<file path="src/rtl/isqrt_iter_pkg.sv">
// isqrt_iter_pkg: shared types, widths and cycle-count helper for the iterative isqrt engine
package isqrt_iter_pkg;
  typedef enum logic [1:0] {IDLE, BUSY, DONE} state_t;
  localparam int X_W   = 32;
  localparam int Y_W   = 16;
  localparam int REM_W = 17;
  localparam int ACC_W = 18;
  function automatic int n_cycles(input int iter_per_clk);
    return 16 / iter_per_clk;
  endfunction
endpackage

</file>
<file path="src/rtl/isqrt_iter_step.sv">
// isqrt_iter_step: one restoring square-root iteration consuming the next radicand bit pair
module isqrt_iter_step
  import isqrt_iter_pkg::*;
(
  input  logic [ACC_W-1:0] i_rem,
  input  logic [Y_W-1:0]   i_root,
  input  logic [1:0]       i_bits,
  output logic [ACC_W-1:0] o_rem,
  output logic [Y_W-1:0]   o_root
);
  logic [ACC_W-1:0] w_r;
  logic [ACC_W-1:0] w_t;
  logic             w_ge;
  logic             w_unused;
  assign w_r      = {i_rem[Y_W-1:0], i_bits};
  assign w_t      = {i_root, 2'b01};
  assign w_ge     = w_r >= w_t;
  assign o_rem    = w_ge ? w_r - w_t : w_r;
  assign o_root   = {i_root[Y_W-2:0], w_ge};
  assign w_unused = ^i_rem[ACC_W-1:Y_W];
endmodule

</file>
<file path="src/rtl/isqrt_iter.sv">
// isqrt_iter: iterative 32-bit floor(sqrt(x)), ITER_PER_CLK root bits per clock; ISQRT_ITER_REM_EN adds the rem port
module isqrt_iter
  import isqrt_iter_pkg::*;
#(
  parameter int ITER_PER_CLK = 1
) (
  input  logic             clk,
  input  logic             rst,
  input  logic             x_vld,
  input  logic [X_W-1:0]   x,
  output logic             busy,
  output logic             y_vld,
  output logic [Y_W-1:0]   y
`ifdef ISQRT_ITER_REM_EN
  ,
  output logic [REM_W-1:0] rem
`endif
);
  localparam int N = n_cycles(ITER_PER_CLK);

  if (ITER_PER_CLK != 1 && ITER_PER_CLK != 2 && ITER_PER_CLK != 4 &&
      ITER_PER_CLK != 8 && ITER_PER_CLK != 16) begin : g_bad_ipc
    $error("isqrt_iter: ITER_PER_CLK must be 1, 2, 4, 8 or 16");
  end

  state_t           r_state;
  logic [3:0]       r_cnt;
  logic [X_W-1:0]   r_data;
  logic [ACC_W-1:0] r_rem;
  logic [Y_W-1:0]   r_root;
  logic [Y_W-1:0]   r_y;
`ifdef ISQRT_ITER_REM_EN
  logic [REM_W-1:0] r_rem_out;
`endif

  logic [ACC_W-1:0] w_rem  [ITER_PER_CLK+1];
  logic [Y_W-1:0]   w_root [ITER_PER_CLK+1];

  assign w_rem[0]  = r_rem;
  assign w_root[0] = r_root;

  for (genvar i = 0; i < ITER_PER_CLK; i++) begin : g_step
    isqrt_iter_step u_step (
      .i_rem  (w_rem[i]),
      .i_root (w_root[i]),
      .i_bits (r_data[X_W-1-2*i -: 2]),
      .o_rem  (w_rem[i+1]),
      .o_root (w_root[i+1])
    );
  end

  // FSM: accept in IDLE/DONE, iterate N cycles in BUSY, capture result on the BUSY->DONE edge
  always_ff @(posedge clk) begin
    if (rst) begin
      r_state   <= IDLE;
      r_cnt     <= '0;
      r_data    <= '0;
      r_rem     <= '0;
      r_root    <= '0;
      r_y       <= '0;
`ifdef ISQRT_ITER_REM_EN
      r_rem_out <= '0;
`endif
    end else begin
      case (r_state)
        BUSY: begin
          r_data <= r_data << (2 * ITER_PER_CLK);
          r_rem  <= w_rem[ITER_PER_CLK];
          r_root <= w_root[ITER_PER_CLK];
          r_cnt  <= r_cnt - 4'd1;
          if (r_cnt == '0) begin
            r_state   <= DONE;
            r_y       <= w_root[ITER_PER_CLK];
`ifdef ISQRT_ITER_REM_EN
            r_rem_out <= w_rem[ITER_PER_CLK][REM_W-1:0];
`endif
          end
        end
        default: begin
          r_state <= x_vld ? BUSY : IDLE;
          if (x_vld) begin
            r_data <= x;
            r_rem  <= '0;
            r_root <= '0;
            r_cnt  <= 4'(N - 1);
          end
        end
      endcase
    end
  end

  assign busy  = r_state == BUSY;
  assign y_vld = r_state == DONE;
  assign y     = r_y;
`ifdef ISQRT_ITER_REM_EN
  assign rem   = r_rem_out;
`endif
endmodule
</file>
<file path="config.mk">
export PLATFORM = sky130hd
export DESIGN_NAME = isqrt_iter
export DESIGN_NICKNAME = d
export VERILOG_FILES = /design/src/rtl/isqrt_iter_pkg.sv /design/src/rtl/isqrt_iter_step.sv /design/src/rtl/isqrt_iter.sv
export SDC_FILE = /design/constraint.sdc
export NUM_CORES = 1
export LEC_CHECK = 0
export BUFFER_PORTS_ARGS = -buffer_cell sky130_fd_sc_hd__buf_2
export CORE_ASPECT_RATIO = 1.25
export CORE_MARGIN = 1
export CORE_UTILIZATION = 50
export DETAILED_ROUTE_END_ITERATION = 7
export PLACE_DENSITY = 0.72
export RECOVER_POWER = 50
export REMOVE_ABC_BUFFERS = 1
export SYNTH_ARGS = -nofsm -noshare
export SYNTH_HDL_FRONTEND = slang
export SYNTH_HIERARCHICAL = 1
export SYNTH_SLANG_ARGS = --single-unit
</file>
<file path="constraint.sdc">
create_clock -name clk -period 6.07 [get_ports clk]
set_clock_uncertainty 0.2 [all_clocks]
set_input_delay 0.9105 -clock clk [delete_from_list [all_inputs] [get_ports clk]]
set_output_delay 0.9105 -clock clk [all_outputs]
set_load 0.1 [all_outputs]
</file>
* Yosys cells after proc, flatten, opt, wreduce, memory -nomap -nowiden
Index checks and enable logic that the tools add are counted.
** Word-level totals
- Input bits :: 35
- Output and inout bits :: 18
- Register bits after elaboration :: 86
- Word-level logic and storage cells :: 29
** Cells by class
- Reduce and logical (&&, ||, !) cells :: 4
- Add/subtract/negate cells :: 2
- Order comparisons :: 1
- Equal/unequal tests :: 3
- Mux-type cells :: 12
** Operators with widths (number)
- $mux 16 :: 5
- $mux 32 :: 2
- $ge 18x18->1 :: 1
- $sub 16x16->16 :: 1
- $mux 4 :: 2
- $logic_not 4->1 :: 1
- $mux 2 :: 2
- $sub 4x1->4 const B :: 1
- $eq 2x1->1 const B :: 1
- $eq 2x2->1 const B :: 1
- $ne 2x1->1 const B :: 1
- $reduce_and 2->1 :: 1
- $reduce_bool 2->1 :: 1
- $reduce_or 2->1 :: 1
- $mux 1 :: 1

* Depth between registers and ports, before layout
- Depth in word-level cells :: 3
- Gate-level depth with buffers :: 13
- Mapped depth without buffers :: 11

* Hierarchy
The synthesis kept the hierarchy.
** Modules (own cells, without submodules)
- isqrt_iter :: cells each 357, instances 1, sequential area each 1761.7 µm², area each 3453.3 µm²
- isqrt_iter_step :: cells each 184, instances 1, sequential area each 0.0 µm², area each 1380.1 µm²

* Worst setup path after synthesis
No wires, ideal clock.
- Kind :: reg2out
- From :: register r_state[1]
- To :: output y_vld
- Buffers on the path :: 0
- Slack :: 3.309 ns
- Required time :: 4.959 ns
- Stages on the path, launching flop included :: 2
- Arrival :: 1.651 ns
- Cells stage by stage :: dfxtp_1 -> nor2b_1
** Between the ends
- Cells in the longest elaborated chain, start to end :: 1
** Ends and longest elaborated chain
- from (decl) :: line isqrt_iter.sv:26 : state_t r_state;
- from (signal assigned) :: line isqrt_iter.sv:80 : r_state <= x_vld ? BUSY : IDLE;
- $eq 2x2->1 :: line isqrt_iter.sv:93 : assign y_vld = r_state == DONE;
- to (decl) :: line isqrt_iter.sv:12 : output logic y_vld,
Every way passes these cells.

* Worst setup path after layout
- From :: input x_vld
- To :: register r_data[12]
** Between the ends
- Cells in the longest elaborated chain, start to end :: 1
** Ends and longest elaborated chain
- from (decl) :: line isqrt_iter.sv:9 : input logic x_vld,
- $reduce_bool 2->1 (no line)
- to (signal assigned) :: line isqrt_iter.sv:67 : r_data <= r_data << (2 * ITER_PER_CLK);
- to (decl) :: line isqrt_iter.sv:28 : logic [X_W-1:0] r_data;
Every way passes these cells.
A chain may end at the register's enable or synchronous reset.

==> summary.md <==
| Metric | Value |
|---|---|
| Worst vdd ir | `about 0.25 mV` |
| DRC | `0` |
| CTS tree | `yes` |
| CTS Buffer Depth | `2` |
| Core box area | `about 9100 sq um` |
| Via count | `~3700` |
| Wire length on met2 | `approximately 4700 microns` |
| P&R area growth vs syn | `8.41%` |
| Nets | `~580` |
| Die height | `110 microns` |
| Max Slew Vio Count | `70` |
| LEAKAGE | `slightly above 2 nW` |
| Die area | `roughly 9700 sq um` |
| N_diodes | `0` |
| CP Data Arrival Time | `~4.2 ns` |
| Critical Path Fanout Max | `between 60 and 70` |
| Worst path buffer plus inverter count | `2` |
| Count of final setup violators | `0` |
| Share of layout cells above drive strength 1 | `13.5%` |
| Via-per-instance ratio | `between 5 and 6` |
| Routed WL | `just over 9000 microns` |
| Status | `finished, violations left` |
| Yosys warnings | `6` |
| Initial Util | `about half` |
| Metal3 WL | `about 240 microns` |
| Fillers | `~860` |
| Vias in the first global route | `3613` |
| Final ANT Viol Nets | `0` |
| CTS root buf | `clkbuf_16` |
| Final Cell Area | `5050 sq um` |
| GPL Wtd Cong | `roughly 0.87` |
| Detailed Routing Iterations Pass 1 | `4` |
| Pwr dens | `roughly 480 nW/um^2` |
| Final Cycle Share | `between 60% and 70%` |
| Max Clk Rate | `around 240 MHz` |
| First-pass GRT wire length | `between 15000 and 20000 microns` |
| Reg2reg setup slack | `roughly 3.1 ns` |
| Gr usage total | `between 20% and 30%` |
| Gr ovfl total | `0` |
| DRT iter0 DRCs | `approximately 180` |
| Critical path startpoint category | `input pin` |
| CTS Hold Bufs | `0` |
| Worst skew pair latency | `approximately 0.34 ns` |
| Cts bufs inserted | `9` |
| Num Clock Sinks | `86` |
| Die X | `a little under 90 microns` |
| Critical path class | `input pin to flip-flop` |
| Clk slew on worst S/H paths | `about 0.060 ns` |
| DPL Wire Length | `about 5800 microns` |
| DP Area | `4770 sq um` |
| Fin crit period | `4.10 ns` |
| Initial antenna violation count | `0` |
| Netlist Area Pre-Place | `approximately 4700 sq um` |
| Hold_ws | `around 0.27 ns` |
| Critical path's top delay family | `buffers and inverters` |
| Post-CTS Setup Repair Bufs | `0` |
| Largest stage delay on the critical path | `roughly 2.5 ns` |
| Post-Route M1 WL | `around 4300 microns` |
| Post-CTS Resized | `0` |
| Failing checks | `max-capacitance violations, max-slew violations` |
| Worst-path cell chain | `buf_2, clkbuf_1, mux2i_1, a211oi_1` |
| Crit-path slowest cell | `clkbuf_1` |
| Setup tns final | `0 ns` |
| Largest net degree at the start of global routing | `95` |
| Worst min-delay path class | `flip-flop to flip-flop` |
| Unrepaired setup endpoints after global routing | `no` |
| Max-cap check violation count | `1` |
| Final hold vios | `0` |
| Top Layer Used | `met4` |
| DR WL/cell | `about 14 microns` |
| Slew @ Worst Pin | `around 3.5 ns` |
| I/O pin count | `53` |
| WP data required | `6.12 ns` |
| Syn Inst Count | `about 520` |
| Port buffer count | `52` |
| Slew Limit Headroom | `-135%` |
| Setup crit end kind | `flip-flop` |
| Placement row count | `39` |
| Syn_area_per_cell | `9.01 sq um` |
| CTS H-tree lvls | `3` |
==> worst register-to-register path, stage by stage (launching register included) <==
cell      delay (ns)
dfxtp_1         0.31
nand2b_2        0.10
buf_4           0.70
inv_2           0.60
and4b_1         0.62
a22o_1          0.34
==> report_power, final <==
part,internal (mW),switching [mW],total (mW)
logic,0.588,0.645,1.23
clock network,0.341,0.210,0.551
registers,0.623,0.0407,0.664
==> sequential cells by signal, indices dropped and copies added, names as in the netlist <==
signal / count
r_rem: 16
r_data: 32
y: 16
r_state: 2
r_root: 16
r_cnt: 4
==> final timing paths <==
path,cells past startpoint,endpoint,start
worst max-delay path,4,r_data[12],x_vld
worst min-delay path,1,y[12],y[12]
worst min register to register,1,y[12],y[12]
worst max register to register,5,y[8],r_state[1]
==> layout by cell type (no fill, tap or decap), types with 5 or more instances in the layout <==
| cell type | instances |
|---|---|
| dfxtp_1 | 86 |
| a21oi_1 | 43 |
| nand2_1 | 42 |
| nor2_1 | 35 |
| buf_2 | 35 |
| mux2i_1 | 34 |
| a211oi_1 | 34 |
| nand3b_1 | 32 |
| inv_1 | 24 |
| clkbuf_1 | 20 |
| ha_1 | 19 |
| a22o_1 | 16 |
| nor3_1 | 13 |
| clkbuf_16 | 9 |
| a21o_1 | 8 |
| xnor2_1 | 8 |
| o21a_1 | 7 |
| mux2_4 | 5 |
==> stage by stage <==
stage | utilization, % | instances | worst slack (ns) | power [mW]
2_1_floorplan | - | 463 | 1.81 | 1.67
3_3_place_gp | 52.6 | 641 | 2.80 | 1.87
3_5_place_dp | 52.6 | 641 | 2.78 | 1.89
4_1_cts | 55.9 | 657 | 2.42 | 2.45
5_1_grt | 55.6 | 657 | 1.70 | 2.61
6_report | 55.6 | 657 | 1.97 | 2.45
==> layout make-up <==
class / count / area [sq um] / share of cell area [%]
multi-input combinational: 351 / 2510 / 49.8
inverter: 26 / 100 / 1.98
timing repair buffer: 55 / 258 / 5.11
clock buffer: 13 / 260 / 5.16
sequential: 86 / 1720 / 34.1
tap: 123 / 154 / 3.05
clock inverter: 3 / 42.5 / 0.843
==> routing by layer <==
layer | vias to the layer above | track usage [%]
li1 | 1852 | -
met1 | 1758 | 24.1
met2 | 52 | 37.4
met3 | 13 | 4.13
met4 | 0 | 8.76
met5 | - | 0
(Power assumes the default switching activity.)
